## config.mk

```make
export PLATFORM = sky130hd
export DESIGN_NAME = zoom_replicate
export DESIGN_NICKNAME = d
export VERILOG_FILES = /design/src/rtl/zoom_replicate.sv
export SDC_FILE = /design/constraint.sdc
export NUM_CORES = 1
export LEC_CHECK = 0
export BUFFER_PORTS_ARGS = -buffer_cell sky130_fd_sc_hd__buf_2
export CELL_PAD_IN_SITES_DETAIL_PLACEMENT = 1
export CELL_PAD_IN_SITES_GLOBAL_PLACEMENT = 1
export CORE_ASPECT_RATIO = 1.25
export CORE_MARGIN = 2
export CORE_UTILIZATION = 45
export DETAILED_ROUTE_END_ITERATION = 7
export GPL_TIMING_DRIVEN = 0
export PLACE_DENSITY_LB_ADDON = 0.2
export SETUP_SLACK_MARGIN = 0.5
export SYNTH_ARGS = -nofsm -noshare
export SYNTH_HDL_FRONTEND = slang
export SYNTH_SLANG_ARGS = --single-unit
```

## constraint.sdc

```tcl
create_clock -name clk -period 2.9 [get_ports clk]
set_input_delay 0.58 -clock clk [delete_from_list [all_inputs] [get_ports clk]]
set_output_delay 0.58 -clock clk [all_outputs]
set_load 0.02 [all_outputs]
```

## src/rtl/zoom_replicate.sv

```systemverilog
// zoom_replicate: nearest-neighbour upscaler writing a FACTOR x FACTOR block per source pixel
// Ports: clk; reset (sync, active-low); start (level request, loader done);
//   src_rdaddr/src_data source RAM read port; dst_wraddr/dst_data/dst_wren destination
//   RAM write port; busy (frame in progress); done (frame complete, held until start drops).
// Define ZOOM_INVERT_EN to write the photographic negative (255 - pixel) instead of the pixel.
module zoom_replicate #(
  parameter int SRC_W  = 160,
  parameter int SRC_H  = 120,
  parameter int FACTOR = 2,
  parameter int RD_LAT = 2
) (
  input  logic        clk,
  input  logic        reset,
  input  logic        start,
  output logic [18:0] src_rdaddr,
  input  logic [7:0]  src_data,
  output logic [18:0] dst_wraddr,
  output logic [7:0]  dst_data,
  output logic        dst_wren,
  output logic        busy,
  output logic        done
);
  localparam logic [2:0] IDLE = 3'd0, READ = 3'd1, WAIT = 3'd2, WRITE = 3'd3, DONE = 3'd4;
  localparam int WW = RD_LAT > 1 ? $clog2(RD_LAT) : 1;
  localparam logic [18:0] COL_STEP = 19'(FACTOR);
  localparam logic [18:0] ROW_STEP = 19'(SRC_W * FACTOR);
  localparam logic [18:0] BAND_STEP = 19'(SRC_W * FACTOR * FACTOR);
  localparam logic [18:0] LAST_X = 19'(SRC_W - 1);
  localparam logic [18:0] LAST_Y = 19'(SRC_H - 1);
  localparam logic [1:0] LAST_D = 2'(FACTOR - 1);
  localparam logic [WW-1:0] LAST_W = WW'(RD_LAT - 1);
  if (FACTOR < 1 || FACTOR > 4 || RD_LAT < 1 || SRC_W < 1 || SRC_H < 1 ||
      longint'(SRC_W) * SRC_H * FACTOR * FACTOR > 64'd524288) begin : g_bad_params
    $error("zoom_replicate: illegal parameter set");
  end
  logic [2:0] state;
  logic [18:0] sx, sy, band, blk, row;
  logic [1:0] dx, dy;
  logic [WW-1:0] wcnt;
  logic [7:0] cap;
`ifdef ZOOM_INVERT_EN
  assign cap = 8'd255 - src_data;
`else
  assign cap = src_data;
`endif
  assign busy = state == READ || state == WAIT || state == WRITE;
  assign done = state == DONE;
  // band is the destination address of the current source row's first block, blk of the
  // current block, row of the current line inside the block; all advance by additions only
  always_ff @(posedge clk) begin
    if (!reset) begin
      state <= IDLE;
      {sx, sy, band, blk, row, dx, dy, wcnt} <= '0;
      {src_rdaddr, dst_wraddr, dst_data, dst_wren} <= '0;
    end else begin
      case (state)
        IDLE: if (start) begin
          state <= READ;
          {sx, sy, band, blk, src_rdaddr} <= '0;
        end
        READ: begin
          state <= WAIT;
          wcnt <= '0;
        end
        WAIT: if (wcnt == LAST_W) begin
          state <= WRITE;
          dst_data <= cap;
          dst_wren <= 1'b1;
          dst_wraddr <= blk;
          row <= blk;
          dx <= 2'd0;
          dy <= 2'd0;
        end else wcnt <= wcnt + WW'(1);
        WRITE: if (dx != LAST_D) begin
          dx <= dx + 2'd1;
          dst_wraddr <= dst_wraddr + 19'd1;
        end else if (dy != LAST_D) begin
          dx <= 2'd0;
          dy <= dy + 2'd1;
          row <= row + ROW_STEP;
          dst_wraddr <= row + ROW_STEP;
        end else begin
          dst_wren <= 1'b0;
          if (sx == LAST_X && sy == LAST_Y) state <= DONE;
          else begin
            state <= READ;
            src_rdaddr <= src_rdaddr + 19'd1;
            if (sx == LAST_X) begin
              sx <= '0;
              sy <= sy + 19'd1;
              band <= band + BAND_STEP;
              blk <= band + BAND_STEP;
            end else begin
              sx <= sx + 19'd1;
              blk <= blk + COL_STEP;
            end
          end
        end
        DONE: if (!start) state <= IDLE;
        default: state <= IDLE;
      endcase
    end
  end
endmodule

```

==> results of run 1 <==
synth_stat cells, types with 3 or more instances:
library cell,count
nand3b_1,6
a21o_1,3
o21a_1,3
a211oi_1,10
nand2b_1,5
buf_1,5
and4_1,12
clkbuf_1,52
a31oi_1,15
nor4_1,14
inv_1,9
nand3_1,47
nand4_1,24
dfxtp_1,143
xnor2_1,50
a221oi_1,3
nor2_1,113
o21ai_0,55
o31ai_1,11
o41ai_1,3
nor3b_1,3
xor2_1,18
mux2i_1,3
and2_1,11
buf_2,4
ha_1,8
nand2_1,139
nor3_1,43
a22oi_1,7
o311ai_0,4
and3_1,16
a21boi_0,3
or4_1,6
o211ai_1,17
o2111ai_1,3
a311oi_1,5
or3_1,17
a21oi_1,83
o22ai_1,6
critical path: cells and delay by family (launching register included):
family	cells	cell delay [ns]
AO/OA/AOI/OAI	4	1.26
flip-flops	1	0.39
AND/OR/NAND/NOR	2	0.65
power breakdown:
part / leakage (nW) / internal (W) / switching [W]
logic: 1.79 / 0.000118 / 0.000287
clock network: 0.299 / 0.00142 / 0.000967
registers: 1.15 / 0.00199 / 0.0000346
per-stage QoR:
stage                util  TNS [ns]  power, W  setup slack (ns)
CTS                 0.540         0   0.00478             0.382
global placement    0.492     -2.97   0.00241            -0.230
floorplan               -         0   0.00227             0.548
finish              0.552         0   0.00481             0.512
global route        0.552         0   0.00492             0.425
detailed placement  0.492     -2.88   0.00241            -0.236
routing by layer:
layer  global-route usage  up-vias
met5                    0        -
met4                0.185        0
met2                0.562      372
li1                     -     3891
met1                0.364     4181
met3               0.0402      101
cells in the final DEF, fill, tap and decap left out, drive strengths merged, types with 24 or more instances in the layout:
cell type,n
buf,94
nor2,113
clkbuf,69
nand4,24
o21ai,58
a21oi,83
nand3,47
nor3,43
xnor2,50
nand2,139
dfxtp,143
worst min path at each step:
stage                        to  slack [ns]  cells past startpoint
finish              dst_data[1]        0.37                      3
floorplan                row[5]        0.44                      2
CTS                 dst_data[1]        0.37                      3
global placement    dst_data[2]        0.44                      2
global route        dst_data[5]        0.40                      3
detailed placement  dst_data[1]        0.45                      2
repair_timing:
item	4_1_cts	5_1_grt
cloned	0	1
setup endpoints to repair	121	106
setup buffers	12	11
gates resized for setup	36	53
pin swaps	4	3
cell type report:
| cell class | count | area [um^2] |
|---|---|---|
| Clock buffer | 19 | 453 |
| Tap cell | 220 | 275 |
| Inverter | 9 | 33.8 |
| Clock inverter | 13 | 176 |
| Sequential cell | 143 | 2870 |
| Timing Repair Buffer | 81 | 460 |
| Fill cell | 2158 | 7540 |
| Buffer | 63 | 319 |
| Multi-Input combinational cell | 800 | 4720 |
registers in the layout (all words and copies together), names as in the netlist:
signal	flops
dy	2
wcnt	1
sx	19
state	3
dst_data	8
dst_wraddr	19
blk	19
row	19
dst_wren	1
src_rdaddr	19
dx	2
band	12
sy	19
cell families after synthesis:
family | synth area share
and+or+nand+nor | 0.299
muxes | 0.00389
xor gates and xnor gates | 0.0771
buffers and inverters | 0.0376
adders and majority gates | 0.0130
AOI/OAI and AO/OA | 0.199
DFF | 0.370
==> flow_metrics.env, run 1 <==
export IMPL_synthFlopType="dfxtp_1"
export IMPL_cts_tree="done"
export IMPL_die_w_um=121
export IMPL_rr_startpoint="sx[5]"
export IMPL_critPathMaxStageDelay_ns=0.64
export IMPL_power_leakage_nw=3.25
export IMPL_status="complete, no violations"
export IMPL_period_share=0.823
export IMPL_viasPerCell=6.34
export IMPL_criticalPathCategory="reg2reg"
export IMPL_highest_layer="met4"
export IMPL_antenna_found_initial=0
export IMPL_grt_setup_unrepaired="true"
export IMPL_firstDrtPassIters=5
export IMPL_cpMaxStageDelayCell="a21oi_1"
export IMPL_drc=0
export IMPL_yosysSeqAreaShare=0.370
export IMPL_setup_violations=0
export IMPL_place_inst=1292
export IMPL_hold_slack_ns=0.375
export IMPL_num_vias=8545
export IMPL_crit_start="sx[5]"
export IMPL_start_util=0.459
export IMPL_chipHeight_um=151
export IMPL_cp_end_kind="register"
export IMPL_fin_nets=1134
export IMPL_port_buffers=58
export IMPL_cp_required_ns=3.24
export IMPL_synth_edf_count=0
export IMPL_antenna_left=0
export IMPL_drtIter0Drc=570
export IMPL_post_synth_cell_area_avg_um2=7.62
export IMPL_ff2ff_setup_slack_ns=0.51
export IMPL_gp_congestion=0.923
export IMPL_clock_latency_ns=0.44
export IMPL_netlist_area_um2=7730
export IMPL_cts_hold_buf=0
export IMPL_crit_end="band[9]"
export IMPL_synth_async_reset_ratio=0
export IMPL_timing_slew_headroom=0.438
export IMPL_grt_pass1_wl_mm=45.0
export IMPL_clock_skew_ns=0.0112
export IMPL_grt_usage=0.317
export IMPL_clkTransAtPathRegs_ns=0.06
export IMPL_overflow=0
export IMPL_post_dp_hpwl_mm=19.9
export IMPL_htree_levels=4
export IMPL_design_area_um2=9310
export IMPL_post_layout_nonfiller_instances=1348
export IMPL_syn_nets=1033
export IMPL_yosysTopAreaCellShare=0.370
export IMPL_numCtsBuffers=17
export IMPL_crit_path_start_kind="register"
export IMPL_wl_met1_mm=11.6
export IMPL_fmax_mhz=419
export IMPL_ir_worst_vdd_mv=0.415
export IMPL_max_slew_worst_pin_slew_ns=0.843
export IMPL_hold_start="src_data[1]"
export IMPL_met2_length_mm=14.9
export IMPL_worst_ep_arrival_time_ns=2.73
export IMPL_row_count=53
export IMPL_ctsRootBufferMaster="clkbuf_16"
export IMPL_synth_largest_area_cell="dfxtp_1"
export IMPL_max_cap_violations=0
export IMPL_finalHoldViolCount=0
export IMPL_cts_buffer_depth=2
export IMPL_pin_count=60
export IMPL_die_area_um2=18200
export IMPL_grt_pass1_vias=8528
export IMPL_diodes=0
export IMPL_grt_max_degree=17
export IMPL_yosys_warnings=0
export IMPL_routed_wl_met3_mm=1.69
export IMPL_cts_sinks=143
export IMPL_syn_to_final_growth_pct=20.4
export IMPL_worst_r2r_cell_count=6
export IMPL_hold_class="in2reg"
export IMPL_ys_ff_latch=143
export IMPL_cp_cell_sequence="nor4b_2 -> and4_1 -> o211ai_1 -> a21oi_1 -> o22ai_1 -> a311oi_1"
export IMPL_synth_cells=1014
export IMPL_drt_wl_total_mm=29.6
export IMPL_core_area_um2=16800
export IMPL_synth_area_top_cells="dfxtp_1 (37%), nand2_1 (6.8%), xnor2_1 (5.7%)"
export IMPL_maxSlewViolCount=0
export IMPL_post_dp_cell_area_um2=8290
export IMPL_r2r_end="band[9]"
export IMPL_final_layout_size_suffix_gt1_frac=0.163
export IMPL_yosysUniqueCellTypes=62
export IMPL_power_density_nw_per_um2=517
export IMPL_fin_crit_ns=2.39
export IMPL_wl_per_cell_um=22.0
export IMPL_cp_max_fo=6
Power figures use the tool's default switching activity.
==> inputs of run 2 (changes only) <==
==> constraint.sdc (replaced) <==
create_clock -name clk -period 2.2 [get_ports clk]
set_input_delay 0.44 -clock clk [delete_from_list [all_inputs] [get_ports clk]]
set_output_delay 0.44 -clock clk [all_outputs]
set_load 0.02 [all_outputs]
==> flow_metrics.env, run 2 <==
export IMPL_stop_stage="5_1_grt"
export IMPL_synth_top_family_by_area="simple AND/OR/NAND/NOR gates"
export IMPL_cts_hold_buf=0
export IMPL_synth_commonest_cells="dfxtp_1 (143), nand2_1 (139), nor2_1 (113)"
export IMPL_synth_fa_ha_area_frac=0.0130
export IMPL_worst_ep_kind="register input"
export IMPL_port_buffers=58
export IMPL_numCtsBuffers=17
export IMPL_die_w_um=121
export IMPL_htree_levels=4
export IMPL_cts_buffer_depth=2
export IMPL_synth_async_reset_ratio=0
export IMPL_synth_mux_area_frac=0.00389
export IMPL_yosysTopAreaCellShare=0.370
export IMPL_cts_sinks=143
export IMPL_gp_congestion=0.937
export IMPL_post_synth_cell_area_avg_um2=7.62
export IMPL_chipHeight_um=151
export IMPL_syn_nets=1033
export IMPL_pin_count=60
export IMPL_grt_usage=0.875
export IMPL_synth_simple_area_share=0.299
export IMPL_place_inst=1292
export IMPL_synthMostInstantiatedCell="dfxtp_1"
export IMPL_error="[ERROR GRT-0232] Routing congestion too high. Check the congestion heatmap in the GUI."
export IMPL_netlist_area_um2=7730
export IMPL_row_count=53
export IMPL_post_dp_hpwl_mm=20.6
export IMPL_pre_cts_ws_ns=-0.526
export IMPL_synth_largest_area_cell="dfxtp_1"
export IMPL_yosysSeqAreaShare=0.370
export IMPL_status="stopped before the end"
export IMPL_start_util=0.459
export IMPL_yosys_warnings=0
export IMPL_synthXorXnorAreaFrac=0.0771
export IMPL_ys_ff_latch=143
export IMPL_synth_area_top_cells="dfxtp_1 (37%), nand2_1 (6.8%), xnor2_1 (5.7%)"
export IMPL_ctsRootBufferMaster="clkbuf_16"
export IMPL_yosysUniqueCellTypes=62
export IMPL_synth_cells=1014
export IMPL_synth_compound_area_frac=0.199
export IMPL_worst_endpoint="blk[15]$_SDFFE_PN0P_/D"
export IMPL_synthFlopType="dfxtp_1"
export IMPL_grt_max_degree=17
export IMPL_synth_edf_count=0
export IMPL_overflow=642
## run 2: per-stage QoR
| step | util | setup TNS (ns) | instance area (um^2) |
|---|---|---|---|
| 2_1_floorplan | - | -0.0473 | 8060 |
| 3_3_place_gp | 0.512 | -26.20 | 8620 |
| 3_5_place_dp | 0.512 | -27.81 | 8620 |
| 4_1_cts | 0.672 | -0.503 | 11300 |
## run 2: cell families after synthesis
logic type | Yosys count
simple gates | 472
compound gates | 248
flops | 143
buf+inv | 72
xor+xnor | 68
fa+ha+maj | 8
mux | 3
## run 2: metal layers
layer / global-route usage / overflow
met1: 0.826 / 8
met2: 1.08 / 423
met3: 0.720 / 18
met4: 0.959 / 192
met5: 0.179 / 1
## run 2: timing repair
item | in CTS
setup buffers | 85
pin swaps | 84
gates cloned | 11
gates resized for setup | 333
setup endpoints to repair | 142
==> inputs of run 3 (changes only) <==
==> config.mk (replaced) <==
export PLATFORM = sky130hd
export DESIGN_NAME = zoom_replicate
export DESIGN_NICKNAME = d
export VERILOG_FILES = /design/src/rtl/zoom_replicate.sv
export SDC_FILE = /design/constraint.sdc
export NUM_CORES = 1
export LEC_CHECK = 0
export BUFFER_PORTS_ARGS = -buffer_cell sky130_fd_sc_hd__buf_2
export CORE_MARGIN = 2
export CORE_UTILIZATION = 40
export DETAILED_ROUTE_END_ITERATION = 7
export GPL_TIMING_DRIVEN = 0
export PLACE_DENSITY_LB_ADDON = 0.15
export SYNTH_ARGS = -nofsm -noshare
export SYNTH_HDL_FRONTEND = slang
export SYNTH_SLANG_ARGS = --single-unit
==> flow_metrics.env, run 3 (synthesized netlist as in run 1, its figures left out) <==
export IMPL_drc=0
export IMPL_pwr_share_clk=0.474
export IMPL_max_slew_worst_pin_slew_ns=0.847
export IMPL_cts_buffer_depth=2
export IMPL_period_share=1.03
export IMPL_pin_count=60
export IMPL_cts_sinks=143
export IMPL_fmax_mhz=442
export IMPL_grt_usage=0.254
export IMPL_worst_r2r_cell_count=6
export IMPL_grt_setup_unrepaired="true"
export IMPL_start_util=0.410
export IMPL_port_buffers=58
export IMPL_antenna_found_initial=0
export IMPL_final_common_cell="nand2_1"
export IMPL_num_vias=8144
export IMPL_violations="setup timing"
export IMPL_drt_wl_total_mm=26.6
export IMPL_post_dp_hpwl_mm=17.9
export IMPL_status="complete, but fails checks"
export IMPL_die_w_um=143
export IMPL_comb_power_share=0.093
export IMPL_die_area_um2=20400
export IMPL_numCtsBuffers=17
export IMPL_fillers=1839
export IMPL_cp_end_kind="register"
export IMPL_chipHeight_um=143
export IMPL_tns_ns=-0.173
export IMPL_multi_input_area_um2=4890
export IMPL_clock_latency_ns=0.43
export IMPL_ff_latch_area_um2=2890
export IMPL_power_leakage_nw=3.36
export IMPL_whs_path_depth=3
export IMPL_fin_crit_ns=2.26
export IMPL_overflow=0
export IMPL_r2r_end="src_rdaddr[11]"
export IMPL_setup_violations=5
export IMPL_core_area_um2=18800
export IMPL_antenna_left=0
export IMPL_diodes=0
export IMPL_finalHoldViolCount=0
export IMPL_final_layout_size_suffix_gt1_frac=0.203
export IMPL_final_cell_mix="nand2_1 (137), dfxtp_1 (128), nor2_1 (106)"
export IMPL_clkTransAtPathRegs_ns=0.06
export IMPL_fin_nets=1144
export IMPL_crit_path_start_kind="register"
export IMPL_power_density_nw_per_um2=636
export IMPL_ir_worst_vdd_mv=0.504
export IMPL_syn_to_final_growth_pct=25.4
export IMPL_row_count=50
export IMPL_pre_cts_ws_ns=-0.845
export IMPL_timing_slew_headroom=0.435
export IMPL_gp_congestion=0.873
export IMPL_clock_skew_ns=0.00971
export IMPL_criticalPathCategory="reg2reg"
export IMPL_cts_hold_buf=0
export IMPL_htree_levels=4
export IMPL_firstDrtPassIters=6
export IMPL_cp_max_fo=5
export IMPL_holdPathEnd="dst_data[7]"
export IMPL_ctsRootBufferMaster="clkbuf_16"
export IMPL_max_cap_violations=0
export IMPL_ff2ff_setup_slack_ns=-0.06
export IMPL_hold_start="src_data[7]"
export IMPL_viasPerCell=5.83
export IMPL_hold_class="in2reg"
export IMPL_maxSlewViolCount=0
export IMPL_sw_frac_of_total=0.266
export IMPL_power_frac_seq=0.432
export IMPL_fin_ws_ns=-0.0628
export IMPL_cts_tree="done"
export IMPL_finalCoreUtilization=0.514
export IMPL_p_int_w=0.00452
export IMPL_drtIter0Drc=866
export IMPL_grt_pass1_wl_mm=40.3
export IMPL_grt_pass1_vias=7120
export IMPL_wl_per_cell_um=19.0
export IMPL_rr_startpoint="state[1]"
export IMPL_grt_max_degree=17
export IMPL_worst_ep_arrival_time_ns=2.63
export IMPL_power_switching_w=0.00164
export IMPL_cp_required_ns=2.57
-- run 3: critical path: stages (launching register included) --
cell and delay (ns):
dfxtp_4 0.35, or4b_4 0.55, a21boi_4 0.18, or4b_4 0.51, buf_6 0.15, or3_4 0.32
a21oi_2 0.14
-- run 3: power groups by stage --
stage | clock network (W) | logic, W | registers (W)
global route | 0.00304 | 0.000607 | 0.00267
detailed placement | 0 | 0.000455 | 0.00272
finish | 0.00292 | 0.000574 | 0.00266
CTS | 0.00294 | 0.000510 | 0.00266
floorplan | 0 | 0.000265 | 0.00273
global placement | 0 | 0.000456 | 0.00272
-- run 3: worst max path at each step --
stage | slack, ns | depth (start not counted) | endpoint | start
after global placement | -0.83 | 7 | blk[5] | start
after global routing | -0.12 | 6 | src_rdaddr[11] | state[1]
after CTS | -0.06 | 6 | src_rdaddr[11] | state[1]
after detailed placement | -0.85 | 7 | blk[3] | start
final | -0.06 | 6 | src_rdaddr[11] | state[1]
after floorplan | -0.03 | 7 | src_rdaddr[15] | state[1]
-- run 3: metrics by stage --
step / hold slack, ns / area (um^2) / cells / power, W
floorplan: 0.436 / 7730 / 1014 / 0.00299
global placement: 0.440 / 8340 / 1332 / 0.00318
detailed placement: 0.449 / 8340 / 1332 / 0.00317
CTS: 0.237 / 9280 / 1382 / 0.00611
global route: 0.254 / 9690 / 1398 / 0.00632
finish: 0.241 / 9690 / 1398 / 0.00616
-- run 3: final cells by class --
cell class	count	area share
repair buffers	96	0.0630
clock inverters	12	0.0139
flip-flops and latches	143	0.298
well taps	260	0.0336
clock buffers	20	0.0461
multi-input cells	800	0.505
plain buffers	58	0.0364
inverters	9	0.00349
-- run 3: routing by layer --
metal  up-vias  part of all wire  GRT usage
li1       3914                 -          -
met1      3910              0.48      0.382
met2       291              0.44      0.375
met3        29             0.067     0.0476
met4         0             0.012     0.0552
met5         -                 0          0
-- run 3: timing repair --
item                                   4_1_cts  5_1_grt
gates resized for setup                     74       80
setup endpoints to repair                  126      107
cloned                                       1        1
pin swaps                                    8       18
buffers inserted                            20       18
endpoints found under the hold margin        0        0
